**src/rtl/gbm_path_sequencer_pkg.sv**
```systemverilog
// gbm_path_sequencer_pkg: shared fixed-point config, FSM states and sizing helper for the path sequencer
package gbm_path_sequencer_pkg;

    localparam int FP_WIDTH  = 32;
    localparam int FP_QFRAC  = 16;
    localparam int MIN_PRICE = 1;

    typedef enum logic [2:0] {IDLE, FETCH, ISSUE, WAIT, EMIT} gps_state_t;

    function automatic int step_w(input int n_steps);
        return $clog2(n_steps + 1);
    endfunction

endpackage

```
**src/rtl/gbm_path_sequencer.sv**
```systemverilog
// gbm_path_sequencer: per-lane serial GBM path walker feeding each step result back as the next start price
module gbm_path_sequencer
    import gbm_path_sequencer_pkg::*;
#(
    parameter int WIDTH   = FP_WIDTH,
    parameter int QFRAC   = FP_QFRAC,
    parameter int N_STEPS = 64,
    parameter int PATH_W  = 16,
    parameter int LANE_ID = 0,
    localparam int STEP_W = step_w(N_STEPS)
) (
    input  logic              clk,
    input  logic              rst_n,
    input  logic              start_valid,
    output logic              start_ready,
    input  logic [WIDTH-1:0]  S0,
    input  logic [WIDTH-1:0]  r,
    input  logic [WIDTH-1:0]  sigma,
    input  logic [WIDTH-1:0]  dt,
    input  logic              z_valid,
    output logic              z_ready,
    input  logic [WIDTH-1:0]  z,
    output logic              gbm_valid,
    input  logic              gbm_ready,
    output logic [WIDTH-1:0]  gbm_z,
    output logic [WIDTH-1:0]  gbm_S,
    output logic [WIDTH-1:0]  gbm_r,
    output logic [WIDTH-1:0]  gbm_sigma,
    output logic [WIDTH-1:0]  gbm_dt,
    input  logic              gbm_res_valid,
    output logic              gbm_res_ready,
    input  logic [WIDTH-1:0]  gbm_S_next,
    output logic              price_valid,
    input  logic              price_ready,
    output logic [WIDTH-1:0]  price,
    output logic [STEP_W-1:0] step_idx,
    output logic [PATH_W-1:0] path_idx,
    output logic              path_last,
    output logic              busy
);

    if (N_STEPS < 1 || QFRAC >= WIDTH || LANE_ID < 0) begin : g_param_check
        $error("gbm_path_sequencer: invalid parameters");
    end

    gps_state_t        state_q, state_d;
    logic [WIDTH-1:0]  s_cur_q, s_cur_d;
    logic [STEP_W-1:0] step_q, step_d;
    logic [WIDTH-1:0]  gbm_z_q, gbm_z_d;
    logic [WIDTH-1:0]  gbm_s_q, gbm_s_d;
    logic [WIDTH-1:0]  gbm_r_q, gbm_r_d;
    logic [WIDTH-1:0]  gbm_sigma_q, gbm_sigma_d;
    logic [WIDTH-1:0]  gbm_dt_q, gbm_dt_d;
    logic [WIDTH-1:0]  price_q, price_d;
    logic [STEP_W-1:0] step_idx_q, step_idx_d;
    logic [PATH_W-1:0] path_idx_q, path_idx_d;
    logic              path_last_q, path_last_d;
    logic              price_valid_q, price_valid_d;
    logic [WIDTH-1:0]  s_clamped;
    logic [STEP_W-1:0] step_next;

    // Non-positive prices are pinned to one LSB so the log-normal walk never goes through zero
    assign s_clamped = (gbm_S_next[WIDTH-1] || gbm_S_next == '0) ? WIDTH'(MIN_PRICE) : gbm_S_next;
    assign step_next = step_q + 1'b1;

    assign start_ready   = (state_q == IDLE);
    assign z_ready       = (state_q == FETCH);
    assign gbm_valid     = (state_q == ISSUE);
    assign gbm_res_ready = (state_q == WAIT);
    assign busy          = (state_q != IDLE);
    assign gbm_z         = gbm_z_q;
    assign gbm_S         = gbm_s_q;
    assign gbm_r         = gbm_r_q;
    assign gbm_sigma     = gbm_sigma_q;
    assign gbm_dt        = gbm_dt_q;
    assign price_valid   = price_valid_q;
    assign price         = price_q;
    assign step_idx      = step_idx_q;
    assign path_idx      = path_idx_q;
    assign path_last     = path_last_q;

    // Next-state and register-load decisions for the one-step-in-flight walk
    always_comb begin
        state_d       = state_q;
        s_cur_d       = s_cur_q;
        step_d        = step_q;
        gbm_z_d       = gbm_z_q;
        gbm_s_d       = gbm_s_q;
        gbm_r_d       = gbm_r_q;
        gbm_sigma_d   = gbm_sigma_q;
        gbm_dt_d      = gbm_dt_q;
        price_d       = price_q;
        step_idx_d    = step_idx_q;
        path_idx_d    = path_idx_q;
        path_last_d   = path_last_q;
        price_valid_d = price_valid_q;
        case (state_q)
            IDLE: if (start_valid) begin
                s_cur_d = S0;
                step_d  = '0;
                state_d = FETCH;
            end
            FETCH: if (z_valid) begin
                gbm_z_d     = z;
                gbm_s_d     = s_cur_q;
                gbm_r_d     = r;
                gbm_sigma_d = sigma;
                gbm_dt_d    = dt;
                state_d     = ISSUE;
            end
            ISSUE: if (gbm_ready) state_d = WAIT;
            WAIT: if (gbm_res_valid) begin
                s_cur_d       = s_clamped;
                step_d        = step_next;
                price_d       = s_clamped;
                step_idx_d    = step_next;
                path_last_d   = (step_next == STEP_W'(N_STEPS));
                price_valid_d = 1'b1;
                state_d       = EMIT;
            end
            EMIT: if (price_ready) begin
                price_valid_d = 1'b0;
                if (step_q == STEP_W'(N_STEPS)) begin
                    path_idx_d = path_idx_q + 1'b1;
                    state_d    = IDLE;
                end else begin
                    state_d = FETCH;
                end
            end
            default: state_d = IDLE;
        endcase
    end

    // State and datapath registers; reset clears the whole lane at once
    always_ff @(posedge clk or negedge rst_n) begin
        if (!rst_n) begin
            state_q       <= IDLE;
            s_cur_q       <= '0;
            step_q        <= '0;
            gbm_z_q       <= '0;
            gbm_s_q       <= '0;
            gbm_r_q       <= '0;
            gbm_sigma_q   <= '0;
            gbm_dt_q      <= '0;
            price_q       <= '0;
            step_idx_q    <= '0;
            path_idx_q    <= '0;
            path_last_q   <= 1'b0;
            price_valid_q <= 1'b0;
        end else begin
            state_q       <= state_d;
            s_cur_q       <= s_cur_d;
            step_q        <= step_d;
            gbm_z_q       <= gbm_z_d;
            gbm_s_q       <= gbm_s_d;
            gbm_r_q       <= gbm_r_d;
            gbm_sigma_q   <= gbm_sigma_d;
            gbm_dt_q      <= gbm_dt_d;
            price_q       <= price_d;
            step_idx_q    <= step_idx_d;
            path_idx_q    <= path_idx_d;
            path_last_q   <= path_last_d;
            price_valid_q <= price_valid_d;
        end
    end

`ifndef SYNTHESIS
    logic outstanding_q, outstanding_d;

    // Tracks whether a GBM request has been issued but its result not yet taken
    always_comb begin
        outstanding_d = outstanding_q;
        if (gbm_valid && gbm_ready) outstanding_d = 1'b1;
        else if (gbm_res_valid && gbm_res_ready) outstanding_d = 1'b0;
    end

    // Outstanding-request flag register
    always_ff @(posedge clk or negedge rst_n) begin
        if (!rst_n) outstanding_q <= 1'b0;
        else outstanding_q <= outstanding_d;
    end

    a_price_stable: assert property (@(posedge clk) disable iff (!rst_n)
        price_valid && !price_ready |=> price_valid && $stable(price) && $stable(step_idx) && $stable(path_idx));
    a_one_outstanding: assert property (@(posedge clk) disable iff (!rst_n)
        !(gbm_valid && gbm_ready && outstanding_q));
    a_no_unsolicited: assert property (@(posedge clk) disable iff (!rst_n)
        gbm_res_valid |-> state_q == WAIT);
`endif

endmodule

```
**config.mk**
```make
export PLATFORM = sky130hd
export DESIGN_NAME = gbm_path_sequencer
export DESIGN_NICKNAME = d
export VERILOG_FILES = /design/src/rtl/gbm_path_sequencer_pkg.sv /design/src/rtl/gbm_path_sequencer.sv
export SDC_FILE = /design/constraint.sdc
export NUM_CORES = 1
export LEC_CHECK = 0
export ABC_AREA = 1
export BUFFER_PORTS_ARGS = -buffer_cell sky130_fd_sc_hd__buf_2
export CAP_MARGIN = 25
export CORE_UTILIZATION = 40
export CTS_BUF_LIST = sky130_fd_sc_hd__clkbuf_4 sky130_fd_sc_hd__clkbuf_8
export CTS_CLUSTER_SIZE = 8
export DETAILED_ROUTE_END_ITERATION = 16
export GPL_TIMING_DRIVEN = 0
export HOLD_SLACK_MARGIN = 0.1
export MAX_ROUTING_LAYER = met4
export PLACE_DENSITY = 0.74
export SYNTH_ARGS = -nofsm -noshare
export SYNTH_HDL_FRONTEND = slang
export SYNTH_SLANG_ARGS = --single-unit
```
**constraint.sdc**
```tcl
create_clock -name clk -period 2.1 [get_ports clk]
set_clock_uncertainty 0.1 [all_clocks]
set_input_delay 0.21 -clock clk [delete_from_list [all_inputs] [get_ports clk]]
set_output_delay 0.21 -clock clk [all_outputs]
set_load 0.01 [all_outputs]
```
==> results.md <==
* Status: complete, no violations
* Crit share post-route at 95.2%
* Worst Setup End Kind: flop
* Die height at 167 um
* Slowest stage delay, CP at 0.59 ns
* Sequential area share after synthesis at 59.8%
* Synth top area share at 59.8%
* Least-Margin Pin Slew at 0.863 ns
* Synth unique cells at 33
* Synth area leader: dfrtp_1
* Clk_lat worst skew at 0.54 ns
* Core region area at 0.0264 mm2
* Max Cap Violations at 0
* Final cell count without fillers at 2023
* Share of layout cells above drive strength 1 at 37.0%
* Antenna violations before repair at 1
* GR Util All Layers at 27.0%
* DRC Markers at 0
* CP max FO at 5
* Starting density of the core at 41.2%
* Crit path max-delay cell type: dlygate4sd3_1
* Power density over cell area at 1360 mW/mm2
* Filler instances at 2058
* Cts bufs inserted at 46
* Static leakage at 8.43 nW
* Top cells by area, synth: dfrtp_1 60%, mux2_1 9.1%, nand2_1 8.1%, mux2_2 7.4%, nor2_1 3.2%
* Setup total negative slack at 0 ns
* Average wire per standard cell at 17.9 um
* DP HPWL at 24200 um
* Width of the die at 167 um
* Fin. max-slew vios at 0
* Drt total wl at 36100 um
* Yosys warnings at 0
* Primary FF master, synth: dfrtp_1
* # nets final at 1860
* CTS root buf: clkbuf_8
* Area grow syn2layout at 52.0%
* GR Overflow Total at 0
* Cell repeated most along the worst path: nand2_1
* Slew headroom at 42.3%
* 1st-pass router iterations at 5
* Max VDD drop at 0.00102 V
* Setup Crit Path Kind: in -> reg
* Register area at 0.00648 mm2
* Vias in the first global route at 10.6k
* Largest net degree at the start of global routing at 121
* GP Congestion at 0.907
* Synthesized cell area at 0.0108 mm2
* Post-synth EDFFs at 0
* H-tree level count at 2
* Vias per Instance at 4.92
* Synth async-reset ratio at 100%
* Area of the multi-input gates at 0.00388 mm2
* Clock transition at path regs at 0.05 ns
* 1st-iter DRT viols at 740
* Final setup violation count at 0
* Mean Syn Cell Area at 11.0 um2
* CTS max path bufs at 3
* Period minus WS final at 2.00 ns
* Pwr Total at 0.0225 W
* Endpoints failing hold at 0
* CTS Sinks at 259
* Final ANT Viol Nets at 0
* Crit path DAT at 2.32 ns
* CTS tree: built
* Syn Nets at 1187
* Register bit total from synthesis at 259
* Ports at 421
* First-pass GRT wire length at 57100 um
* Syn Inst Count at 984
* Total number of vias at 9948
* Crit-path cells: dlygate4sd3_1 -> buf_2 -> inv_1 -> nand2_1 -> nor2_2 -> nand2_1 -> nor2_1 -> nand2_2 -> nand3_1 -> dlygate4sd3_1 -> nand2_1 -> nand2_1 -> nand2_1
* I/O Buffers at 420
* CP required at 2.42 ns
* CP Launch Type: input pin
* FMAX at 500 MHz
* Row count at 59
* Placed insts at 1741
* Die area at 0.0278 mm2
* Worst hold path type: in -> reg
[cells in the mapped netlist, types with 2 or more instances]
cell      count
buf_6        12
buf_1         3
o21ai_1       4
or2_1         2
xnor2_1       4
nor2_1       93
clkbuf_1      9
o22ai_1       2
nand3_1      41
nor2_4        2
o21ai_0      41
mux2_2       71
inv_1        51
dfrtp_1     259
inv_2         3
buf_2        17
nand4_1      10
mux2_1       88
a21oi_1       3
nand2_1     233
buf_4         4
ha_1          4
nor3_1        7
xor2_1       12
[placed cells by master (no fill, tap or decap), drive strengths merged, types with 2 or more instances in the layout]
cell / instances
bufinv: 3
nand4: 10
nor2: 95
buf: 463
nand3: 41
inv: 54
and2: 2
xor2: 12
o21ai: 46
clkbuf: 81
o22ai: 2
dlygate4sd3: 199
nor3: 8
or2: 3
mux2: 159
xnor2: 4
dfrtp: 259
a21oi: 3
ha: 4
nand2: 234
[worst paths after layout]
path / cells past startpoint / from / slack [ns] / to
setup / recovery: 13 / gbm_S_next[5] / 0.1 / s_cur_q[1]
hold / removal: 6 / gbm_S_next[31] / 0.18 / s_cur_q[2]
setup reg to reg: 8 / state_q[1] / 0.1 / s_cur_q[4]
hold reg to reg: 2 / price[31] / 0.37 / price[31]
max in group asynchronous: 3 / rst_n / 0.50 / gbm_z[29]
min in group asynchronous: 3 / rst_n / 0.22 / gbm_dt[5]
[state kept, by name (all words and copies together) (netlist names), 3 cells and up]
signal,cells
gbm_S,32
gbm_dt,32
gbm_r,32
gbm_sigma,32
gbm_z,32
price,32
s_cur_q,32
path_idx,16
step_idx,7
step_q,7
state_q,3
[report_power, final]
group / internal (W) / switching [W] / leakage (nW)
combinational: 0.00398 / 0.00487 / 4.73
sequential: 0.00724 / 0.00127 / 3.17
clock: 0.00306 / 0.00204 / 0.527
[metal layers]
metal  part of all wire (%)  global-route usage [%]
met5                      0                       -
met1                     40                    31.2
met2                     50                    45.5
met3                    6.9                    5.66
met4                    3.7                    11.4
[timing repair]
item | in CTS | in global routing
gates resized for setup | 4 | 8
endpoints found under the hold margin | 471 | 0
setup buffers | 2 | 2
pin swaps | 0 | 0
hold buffers | 199 | 0
endpoints found under the setup margin | 1 | 38
[kinds of logic (layout without fill, tap and decap cells)]
logic type	Yosys count	count (layout)	share of synthesized area (%)
compound gates	53	53	2.55
xor+xnor	16	16	1.29
fa+ha+maj	4	4	0.461
buf+inv	99	802	4.59
flops	259	259	59.8
mux	159	159	16.5
other cells	0	1	0
simple gates	394	394	14.8
[final cells by class]
class | instances | area share, %
clock buffer | 73 | 5.45
inverter | 54 | 1.24
antenna | 1 | 0.0152
sequential | 259 | 39.3
buffer | 45 | 1.84
timing repair buffer | 625 | 25.4
tap | 335 | 2.54
multi-input combinational | 626 | 23.6
clock inverter | 5 | 0.622
[stage by stage]
stage	instance area [um2]	setup slack [ns]	hold WS [ns]	utilization, %
2_1_floorplan	10800	0.448	-0.186	-
3_3_place_gp	13400	-3.98	0.321	50.7
3_5_place_dp	13400	0.0694	-0.0428	51.0
4_1_cts	16400	0.0517	0.139	62.4
5_1_grt	16500	-0.00506	0.204	62.6
6_report	16500	0.0998	0.176	62.6
[worst max-delay path: cells and delay by family]
family	cells	cell delay [ns]
AND/OR/NAND/NOR	9	0.77
buffers and inverters	4	1.34
No activity file was read; power rests on OpenSTA's default activity.
